`src/rtl/multiport_regfile_pkg.sv`:
```
// Shared types and defaults for the multi-port register file.
package regfile_pkg;

    // Storage is either being swept to zero after reset, or in normal service.
    typedef enum logic {
        CLEAR = 1'b0,
        RUN   = 1'b1
    } rf_state_e;

    localparam int DEF_DATA_W   = 32;
    localparam int DEF_ADDR_W   = 5;
    localparam int DEF_NUM_RD   = 2;
    localparam int DEF_ZERO_REG = 1;

    // LSB position of read port 'port' inside a packed multi-port vector.
    function automatic int port_lsb(input int port, input int width);
        return port * width;
    endfunction

endpackage

```
`src/rtl/multiport_regfile_if.sv`:
```
// Decode/writeback-facing bus of the register file: reads, two write ports, issue.
interface multiport_regfile_if
    import regfile_pkg::*;
#(
    parameter int DATA_W = DEF_DATA_W,
    parameter int ADDR_W = DEF_ADDR_W,
    parameter int NUM_RD = DEF_NUM_RD
) ();

    logic                       ready;
    logic [NUM_RD*ADDR_W-1:0]   rd_addr;
    logic [NUM_RD*DATA_W-1:0]   rd_data;
    logic [NUM_RD-1:0]          rd_busy;
    logic                       wr0_en;
    logic [ADDR_W-1:0]          wr0_addr;
    logic [DATA_W-1:0]          wr0_data;
    logic                       wr1_en;
    logic [ADDR_W-1:0]          wr1_addr;
    logic [DATA_W-1:0]          wr1_data;
    logic                       iss_en;
    logic [ADDR_W-1:0]          iss_addr;

    // Pipeline side: drives addresses, writes and issues.
    modport master (
        input  ready, rd_data, rd_busy,
        output rd_addr, wr0_en, wr0_addr, wr0_data,
               wr1_en, wr1_addr, wr1_data, iss_en, iss_addr
    );

    // Register file side.
    modport slave (
        output ready, rd_data, rd_busy,
        input  rd_addr, wr0_en, wr0_addr, wr0_data,
               wr1_en, wr1_addr, wr1_data, iss_en, iss_addr
    );

endinterface

```
`src/rtl/multiport_regfile_scoreboard.sv`:
```
// One pending bit per entry: set by issue, cleared by either write port.
// An issue wins over a write to the same entry in the same cycle, since the
// newly issued producer has not yet written back.
module regfile_scoreboard #(
    parameter int ADDR_W = 5
) (
    input  logic                    clk,
    input  logic                    i_clr_all,
    input  logic                    i_iss_en,
    input  logic [ADDR_W-1:0]       i_iss_addr,
    input  logic                    i_clr0_en,
    input  logic [ADDR_W-1:0]       i_clr0_addr,
    input  logic                    i_clr1_en,
    input  logic [ADDR_W-1:0]       i_clr1_addr,
    input  logic                    i_zero_mask,
    output logic [(1<<ADDR_W)-1:0]  o_pending
);

    localparam int DEPTH = 1 << ADDR_W;

    genvar gi;
    generate
        for (gi = 0; gi < DEPTH; gi++) begin : g_bit
            logic r_pend;
            logic w_set;
            logic w_clr;
            logic w_masked;

            assign w_set    = i_iss_en && (i_iss_addr == ADDR_W'(gi));
            assign w_clr    = (i_clr0_en && (i_clr0_addr == ADDR_W'(gi))) ||
                              (i_clr1_en && (i_clr1_addr == ADDR_W'(gi)));
            assign w_masked = i_zero_mask && (gi == 0);

            // Track whether this entry is still waiting for its writeback.
            always_ff @(posedge clk) begin
                if (i_clr_all || w_masked) begin
                    r_pend <= 1'b0;
                end else if (w_set) begin
                    r_pend <= 1'b1;
                end else if (w_clr) begin
                    r_pend <= 1'b0;
                end
            end

            assign o_pending[gi] = r_pend;
        end
    endgenerate

endmodule

```
`src/rtl/multiport_regfile.sv`:
```
// Parametrised register file: NUM_RD combinational read ports with write-first
// bypass, two write ports (port 1 has priority), optional hardwired zero entry,
// pending-write scoreboard and a one-entry-per-cycle clear sweep after reset.
module multiport_regfile
    import regfile_pkg::*;
#(
    parameter int DATA_W   = DEF_DATA_W,
    parameter int ADDR_W   = DEF_ADDR_W,
    parameter int NUM_RD   = DEF_NUM_RD,
    parameter int ZERO_REG = DEF_ZERO_REG
) (
    input  logic                 clk,
    input  logic                 reset,
    multiport_regfile_if.slave   bus
);

    localparam int DEPTH = 1 << ADDR_W;

    rf_state_e              r_state;
    logic [ADDR_W-1:0]      r_clear_idx;
    logic                   r_ready;
    logic [DATA_W-1:0]      r_mem [DEPTH];

    logic                   w_run;
    logic                   w_wr0_ok;
    logic                   w_wr1_ok;
    logic                   w_iss_ok;
    logic                   w_clr_we;
    logic [DEPTH-1:0]       w_pending;
    logic [NUM_RD*DATA_W-1:0] w_rd_data;
    logic [NUM_RD-1:0]      w_rd_busy;

    // Entry 0 is hardwired to zero when ZERO_REG is set.
    function automatic logic f_is_zero(input logic [ADDR_W-1:0] a);
        return (ZERO_REG != 0) && (a == '0);
    endfunction

    assign w_run    = (r_state == RUN);
    // Qualified write/issue requests; these also drive bypass and busy masking.
    assign w_wr0_ok = w_run && bus.wr0_en && !f_is_zero(bus.wr0_addr);
    assign w_wr1_ok = w_run && bus.wr1_en && !f_is_zero(bus.wr1_addr);
    assign w_iss_ok = w_run && bus.iss_en && !f_is_zero(bus.iss_addr);
    assign w_clr_we = (r_state == CLEAR) && !reset;

    // Clear/run controller: sweep every entry once after reset, then serve.
    always_ff @(posedge clk) begin
        if (reset) begin
            r_state     <= CLEAR;
            r_clear_idx <= '0;
            r_ready     <= 1'b0;
        end else begin
            case (r_state)
                CLEAR: begin
                    r_clear_idx <= r_clear_idx + ADDR_W'(1);
                    if (r_clear_idx == ADDR_W'(DEPTH - 1)) begin
                        r_state <= RUN;
                        r_ready <= 1'b1;
                    end
                end
                RUN: begin
                    r_ready <= 1'b1;
                end
                default: begin
                    r_state <= CLEAR;
                    r_ready <= 1'b0;
                end
            endcase
        end
    end

    // Storage writes: clear sweep, else port 0 then port 1 so port 1 wins a tie.
    always_ff @(posedge clk) begin
        if (w_clr_we) begin
            r_mem[r_clear_idx] <= '0;
        end else begin
            if (w_wr0_ok && !reset) begin
                r_mem[bus.wr0_addr] <= bus.wr0_data;
            end
            if (w_wr1_ok && !reset) begin
                r_mem[bus.wr1_addr] <= bus.wr1_data;
            end
        end
    end

    regfile_scoreboard #(
        .ADDR_W (ADDR_W)
    ) u_scoreboard (
        .clk         (clk),
        .i_clr_all   (reset || !w_run),
        .i_iss_en    (w_iss_ok),
        .i_iss_addr  (bus.iss_addr),
        .i_clr0_en   (w_wr0_ok),
        .i_clr0_addr (bus.wr0_addr),
        .i_clr1_en   (w_wr1_ok),
        .i_clr1_addr (bus.wr1_addr),
        .i_zero_mask (ZERO_REG != 0),
        .o_pending   (w_pending)
    );

    genvar gi;
    generate
        for (gi = 0; gi < NUM_RD; gi++) begin : g_rd
            logic [ADDR_W-1:0] w_addr;
            logic              w_hit0;
            logic              w_hit1;
            logic              w_zero;
            logic [DATA_W-1:0] w_data;

            assign w_addr = bus.rd_addr[port_lsb(gi, ADDR_W) +: ADDR_W];
            assign w_hit0 = w_wr0_ok && (bus.wr0_addr == w_addr);
            assign w_hit1 = w_wr1_ok && (bus.wr1_addr == w_addr);
            assign w_zero = f_is_zero(w_addr);

            // Read mux: storage, overridden by same-cycle writes (port 1 last).
            always_comb begin
                w_data = r_mem[w_addr];
                if (w_hit0) begin
                    w_data = bus.wr0_data;
                end
                if (w_hit1) begin
                    w_data = bus.wr1_data;
                end
                if (!w_run || w_zero) begin
                    w_data = '0;
                end
            end

            assign w_rd_data[port_lsb(gi, DATA_W) +: DATA_W] = w_data;
            assign w_rd_busy[gi] = w_run && !w_zero && w_pending[w_addr] &&
                                   !w_hit0 && !w_hit1;
        end
    endgenerate

    assign bus.rd_data = w_rd_data;
    assign bus.rd_busy = w_rd_busy;
    assign bus.ready   = r_ready;

endmodule

```
`src/flat_wrapper.sv`:
```
// flat-port wrapper written by rule: the top's interface ports become plain ports
module multiport_regfile_flat import regfile_pkg::*;
#(
    parameter int DATA_W   = DEF_DATA_W,
    parameter int ADDR_W   = DEF_ADDR_W,
    parameter int NUM_RD   = DEF_NUM_RD,
    parameter int ZERO_REG = DEF_ZERO_REG
)
  (clk, reset, bus_ready, bus_rd_data, bus_rd_busy, bus_rd_addr, bus_wr0_en, bus_wr0_addr, bus_wr0_data, bus_wr1_en, bus_wr1_addr, bus_wr1_data, bus_iss_en, bus_iss_addr);
  multiport_regfile_if #(.DATA_W(DATA_W), .ADDR_W(ADDR_W), .NUM_RD(NUM_RD)) bus_i ();
  input  logic clk;
  input  logic reset;
  output wire logic [$bits(bus_i.ready)-1:0] bus_ready;
  output wire logic [$bits(bus_i.rd_data)-1:0] bus_rd_data;
  output wire logic [$bits(bus_i.rd_busy)-1:0] bus_rd_busy;
  input wire logic [$bits(bus_i.rd_addr)-1:0] bus_rd_addr;
  input wire logic [$bits(bus_i.wr0_en)-1:0] bus_wr0_en;
  input wire logic [$bits(bus_i.wr0_addr)-1:0] bus_wr0_addr;
  input wire logic [$bits(bus_i.wr0_data)-1:0] bus_wr0_data;
  input wire logic [$bits(bus_i.wr1_en)-1:0] bus_wr1_en;
  input wire logic [$bits(bus_i.wr1_addr)-1:0] bus_wr1_addr;
  input wire logic [$bits(bus_i.wr1_data)-1:0] bus_wr1_data;
  input wire logic [$bits(bus_i.iss_en)-1:0] bus_iss_en;
  input wire logic [$bits(bus_i.iss_addr)-1:0] bus_iss_addr;
  assign bus_ready = bus_i.ready;
  assign bus_rd_data = bus_i.rd_data;
  assign bus_rd_busy = bus_i.rd_busy;
  assign bus_i.rd_addr = bus_rd_addr;
  assign bus_i.wr0_en = bus_wr0_en;
  assign bus_i.wr0_addr = bus_wr0_addr;
  assign bus_i.wr0_data = bus_wr0_data;
  assign bus_i.wr1_en = bus_wr1_en;
  assign bus_i.wr1_addr = bus_wr1_addr;
  assign bus_i.wr1_data = bus_wr1_data;
  assign bus_i.iss_en = bus_iss_en;
  assign bus_i.iss_addr = bus_iss_addr;
  multiport_regfile #(.DATA_W(DATA_W), .ADDR_W(ADDR_W), .NUM_RD(NUM_RD), .ZERO_REG(ZERO_REG)) u_core (.clk(clk), .reset(reset), .bus(bus_i));
endmodule
```
`config.mk`:
```
export PLATFORM = sky130hd
export DESIGN_NAME = multiport_regfile_flat
export DESIGN_NICKNAME = d
export VERILOG_FILES = /design/src/rtl/multiport_regfile_pkg.sv /design/src/rtl/multiport_regfile_if.sv /design/src/rtl/multiport_regfile_scoreboard.sv /design/src/rtl/multiport_regfile.sv /design/src/flat_wrapper.sv
export SDC_FILE = /design/constraint.sdc
export NUM_CORES = 2
export LEC_CHECK = 0
export BUFFER_PORTS_ARGS = -buffer_cell sky130_fd_sc_hd__clkbuf_2
export CAP_MARGIN = 40
export CELL_PAD_IN_SITES_DETAIL_PLACEMENT = 0
export CELL_PAD_IN_SITES_GLOBAL_PLACEMENT = 1
export CORE_ASPECT_RATIO = 1.1
export CORE_MARGIN = 4
export CORE_UTILIZATION = 53
export CTS_BUF_LIST = sky130_fd_sc_hd__clkbuf_4
export DETAILED_ROUTE_END_ITERATION = 16
export GPL_TIMING_DRIVEN = 0
export PLACE_DENSITY_LB_ADDON = 0.1
export SLEW_MARGIN = 20
export SYNTH_ARGS = -nofsm -noshare
export SYNTH_HDL_FRONTEND = slang
export SYNTH_SLANG_ARGS = --single-unit
```
`constraint.sdc`:
```
create_clock -name clk -period 4.3 [get_ports clk]
set_clock_uncertainty 0.05 [all_clocks]
set_input_delay 0.43 -clock clk [delete_from_list [all_inputs] [get_ports clk]]
set_output_delay 0.43 -clock clk [all_outputs]
set_load 0.05 [all_outputs]
```
* After elaboration in Yosys (flattened, before gate mapping) *
Memories as Yosys holds them, arrays and structs flattened.
Cells that the tools add are included.

storage, ports and cells
  memory bits (writable) = 1024
  memories = 1
  register bits after elaboration = 38
  word-level logic and storage cells = 421
  output and inout port bits = 67

memory list
  memory        words  width  rd ports  clocked after Yosys merged registers in  write ports  line                     RTL
  u_core.r_mem  32     32     2         0                                        2            multiport_regfile.sv:22  logic [DATA_W-1:0] r_mem [DEPTH];

operators by class
  multiplexer cells = 87
  reductions and logical operators = 196
  add/subtract/negate cells = 1
  $lt $le $gt $ge = 2
  bitwise operators = 1
  equal/unequal tests = 99

operators by type and width
  cell                 number
  $eq 5x5->1 const B   49
  $mux 32              7
  $eq 5x4->1 const B   24
  $logic_and 1x1->1    114
  $mux 1               76
  $reduce_bool 2->1    31
  $eq 5x3->1 const B   12
  $logic_or 1x1->1     34
  $reduce_or 32->1     1
  $eq 5x2->1 const B   6
  $logic_not 5->1      5
  $eq 5x5->1           4
  $eq 5x1->1 const B   3
  $lt 5x6->1 const B   2
  $logic_not 1->1      11
  $bmux 1 s5           2
  $add 5x1->5 const B  1
  $mux 5               1
  $ne 2x2->1 const B   1
  $pmux 1 s2           1
  $not 1->1            1

* Longest topological paths before layout *
  depth in word-level cells = 9
  mapped depth = 9
  mapped depth without buffers = 5

* By module *
From an unflattened synthesis, not the netlist that was laid out.

second synthesis, totals
  cell total of the unflattened synthesis = 5770
  area total of the unflattened synthesis = 63255.7 um^2

modules (own cells, without submodules)
  module              area each (um^2)  times used  cells each
  multiport_regfile   61407.6           1           5557
  regfile_scoreboard  1848.0            1           213

* Worst setup path before layout *
OpenSTA, ideal clock, no wires.

  kind = input-to-reg
  start = in bus_wr0_addr[2]
  end = mem u_core.r_mem[27][0] in the netlist's numbering (enable)
  slack = 0.382 ns
  cell stages on the path = 7
  path buffers = 2
  arrival = 3.435 ns
  data required time = 3.817 ns
  setup time = 0.433 ns
  path through = buf_2 -> nor2_1 -> a211oi_1 -> buf_2 -> mux2i_1 -> nand2_1 -> o22ai_1

RTL lines
  element          line                     RTL
  start, declared  flat_wrapper.sv:18       input wire logic [$bits(bus_i.wr0_addr)-1:0] bus_wr0_addr;
  end, declared    multiport_regfile.sv:22

* Worst setup path in the final report *
  start = in bus_rd_addr[2]
  end = out bus_rd_data[12]

between the ends
  cells in the longest elaborated chain, start to end = 5

ends and longest elaborated chain
  element                                                line                      RTL
  start, declared                                        flat_wrapper.sv:16        input wire logic [$bits(bus_i.rd_addr)-1:0] bus_rd_addr;
  branches (longest 4 deep; another with $mem_v2 32x32)  n/a
  $mux 32 *                                              multiport_regfile.sv:123  if (!w_run || w_zero) begin
  end, declared                                          flat_wrapper.sv:14        output wire logic [$bits(bus_i.rd_data)-1:0] bus_rd_data;

Mark *: on every way between the ends.

==> reports/metrics.yaml <==
gp_congestion: 1.06
synth_cell_types: 64
yosysWarnings: 0
fmax_mhz: 222
place.detailed.hpwl_um: 235000
synth_area_per_cell_um2: 11.0
cts_root_buffer: "clkbuf_4"
antenna_found_initial: 15
num-nets-final: 6463
clock_sinks: 1062
clk_latency_ns: 1.37
drv_slew: 0
fin_crit_sh: 1.05
worst-r2r-setup-slack_ns: 0.16
min_path_cells: 5
clk_pin_slew_ns: 0.07
timing.rr.start: "u_core.r_state$_SDFF_PP0_"
maxSlewHeadroom: 0.322
max-vdd-ir-drop_mv: 0.295
first_iter_violations: 11100
finalPower_w: 0.0231
cts_buffers: 302
cts_max_level: 5
multi_input_area_um2: 28200
wl_per_cell_um: 39.1
syn_nets: 5705
finalSetupViolations: 41
hp-start: "bus_wr0_data[18]"
status: "complete, but fails checks"
grt_max_degree: 23
rows: 130
whs_endpoint: "u_core.r_mem[31][18]$_DFFE_PP_"
final-hold-violation-count: 0
die_h_um: 366
yosysSeqAreaShare: 0.512
synth_top_cell_area_share: 0.499
synthToLayoutAreaGrowth_pct: 18.8
synthArstFlopShare: 0
vias: 59500
grtUsageTotal: 0.508
wirelength_um: 317000
maxCapViolations: 0
grt_pass1_wl_um: 428000
yosysTopAreaCell: "edfxtp_1"
cp-end-kind: "primary output"
cpLargestDelayFamily: "buffers and inverters"
dp.cells: 7438
cts_tree: "built"
reg2regPathDepth: 10
grt_pass1_vias: 56500
cp_max_fo: 10
reg2reg_to: "u_core.r_mem[1][8]$_DFFE_PP_"
drc: 0
hold_class: "input pin to register"
grt-ovfl-total: 0
ys_ff_latch: 1062
worstSetupStartpointType: "input pin"
syn-instance-count: 5609
core_um2: 115000
finalSetupTns_ns: -2.92
viasPerCell: 7.34
fill_cells: 9268
drtAntennaViolNets: 0
die-area_um2: 122000
post-route-min-period_ns: 4.50
synth_edf_count: 1024
power.leakage_nw: 23.6
synthFlopType: "edfxtp_1"
path_class: "input pin to primary output"
preCtsSetupSlack_ns: -0.834
layout-drive-gt1-share: 0.225
detail_route.first_pass.iterations: 8
crit_top_cell: "buf_2"
violations: "negative setup slack"
crit_buf_inv: 5
die_w_um: 333
layout_setup_ws_ns: -0.203
crit_chain: "buf_2 -> buf_2 -> clkbuf_1 -> buf_6 -> mux2i_1 -> o22ai_1 -> nor4_4 -> and4_1 -> o21ai_1 -> clkbuf_2"
rsz0062_at_grt: "true"
syn_area_um2: 61600
yosys-top-cells-area: "edfxtp_1, mux4_2, o21ai_0"
worst_ep_required_time_ns: 3.82
clk_path_buf_depth: 4
ioPinCount: 161
stdcell_count: 8100
initial_core_util: 0.536
worstMarginPinSlew_ns: 1.02
slowest_delay_ns: 0.62
ff_latch_area_um2: 31500
portBuffers: 145
worst_ep_arrival_time_ns: 4.02
critPathSlowestCell: "nor4_4"
fin_hold_ws_ns: 0.0259
power.density_nw_per_um2: 315
## how the worst max path moves through the flow
stage / start / end / depth (start not counted)
after floorplan: bus_wr0_addr[2] / u_core.r_mem[27][0]$_DFFE_PP_ / 7
after global placement: reset / u_core.r_mem[30][8]$_DFFE_PP_ / 6
after detailed placement: bus_rd_addr[0] / bus_rd_data[20] / 10
after CTS: bus_rd_addr[2] / bus_rd_data[31] / 10
after global routing: u_core.r_mem[23][11]$_DFFE_PP_ / bus_rd_data[43] / 6
final: bus_rd_addr[2] / bus_rd_data[12] / 10
## Yosys cell counts, drive strengths merged (7+ instances only)
cell type and instances:
a221o 29, a221oi 118, a22o 34, a22oi 39
a311oi 31, a32oi 32, and2 39, and3 11
and4 32, buf 275, clkbuf 439, dfxtp 38
edfxtp 1024, inv 9, mux2 7, mux2i 456
mux4 301, nand2 1108, nand2b 41, nand3 9
nor2 68, nor2b 13, nor3 17, nor3b 8
nor4 38, o21ai 1152, o22ai 158, or2 7
xnor2 11, xor2 10
## where the power goes
group          total [W]  leakage (nW)  switching [W]  internal (W)
logic            0.00246          12.9        0.00166      0.000794
registers         0.0113          8.58      0.0000371        0.0112
clock network    0.00934          2.17        0.00461       0.00473
total             0.0231          23.6        0.00631        0.0168
## tightest hold or removal path, stage by stage
cell and delay (ns):
clkbuf_2 0.11, and2_0 0.25, clkbuf_1 0.30, nand2_1 0.11, o21ai_0 0.07
## what timing repair did
| action | 4_1_cts | 5_1_grt |
|---|---|---|
| hold buffers | 104 | 3 |
| gates cloned | 0 | 0 |
| endpoints found under the setup margin | 65 | 39 |
| resized for setup | 117 | 52 |
| pin swaps | 5 | 9 |
| hold endpoints to repair | 279 | 8 |
| setup buffers | 5 | 3 |
## stage by stage
stage	utilization	instance area, µm²
floorplan	-	61600
global placement	0.559	64200
detailed placement	0.588	67500
CTS	0.633	72700
global route	0.637	73200
finish	0.637	73200
## sequential cells by signal (all words and copies together), names as in the netlist
name,cells
u_core.u_scoreboard.g_bit.r_pend,31
u_core.r_state,1
u_core.r_mem,1024
u_core.r_clear_idx,5
u_core.bus.ready,1
## final cells by class
cell class / count / share of cell area
Buffer: 711 / 0.0419
Sequential cell: 1062 / 0.430
Antenna cell: 21 / 0.000718
Timing Repair Buffer: 457 / 0.0669
Clock inverter: 48 / 0.00253
Multi-Input combinational cell: 3824 / 0.385
Tap cell: 1518 / 0.0259
Clock buffer: 450 / 0.0461
Inverter: 9 / 0.000461
## logic make-up (layout without fill, tap and decap cells)
kind of cell    Yosys count  count (layout)  share of synthesized area
buf+inv                 723            1675                     0.0483
xor+xnor                 21              21                    0.00299
other cells               0              21                          0
fa+ha+maj                 2               2                   0.000406
simple gates           1415            1415                     0.0981
mux                     764             764                      0.185
flops                  1062            1062                      0.512
compound gates         1622            1622                      0.153
## per-layer routing
| layer | track usage | wire length (µm) | vias up |
|---|---|---|---|
| met5 | 0.00276 | 56 | - |
| met2 | 0.734 | 131000 | 6225 |
| met3 | 0.173 | 47000 | 1693 |
| met4 | 0.445 | 36100 | 8 |
| li1 | - | - | 23000 |
| met1 | 0.607 | 102000 | 28600 |
## cells in the final DEF, fill, tap and decap left out, types with 13 or more instances in the layout
| cell | netlist | final |
|---|---|---|
| a221oi_1 | 118 | 102 |
| diode_2 | 0 | 21 |
| o21ai_1 | 169 | 173 |
| o22ai_1 | 158 | 127 |
| and4_1 | 32 | 32 |
| nor2b_1 | 13 | 13 |
| a311oi_1 | 31 | 18 |
| edfxtp_1 | 1024 | 1024 |
| o21ai_0 | 983 | 977 |
| dlygate4sd3_1 | 0 | 107 |
| buf_8 | 0 | 32 |
| buf_16 | 0 | 50 |
| clkbuf_2 | 0 | 181 |
| buf_4 | 8 | 37 |
| mux4_2 | 301 | 301 |
| nand2_1 | 1108 | 1107 |
| nor4_1 | 37 | 15 |
| a22o_1 | 34 | 34 |
| clkbuf_4 | 0 | 462 |
| nand2b_1 | 41 | 41 |
| and2_0 | 18 | 18 |
| buf_6 | 0 | 77 |
| clkinv_1 | 0 | 40 |
| a32oi_1 | 32 | 31 |
| nor3_1 | 16 | 15 |
| mux2i_1 | 456 | 456 |
| clkbuf_1 | 439 | 390 |
| a221o_1 | 29 | 27 |
| a22oi_1 | 39 | 39 |
| o22ai_4 | 0 | 31 |
| nor2_1 | 66 | 62 |
| dfxtp_1 | 38 | 37 |
| and2_1 | 21 | 21 |
| buf_2 | 183 | 192 |
| buf_1 | 84 | 76 |
(Power assumes the default switching activity.)
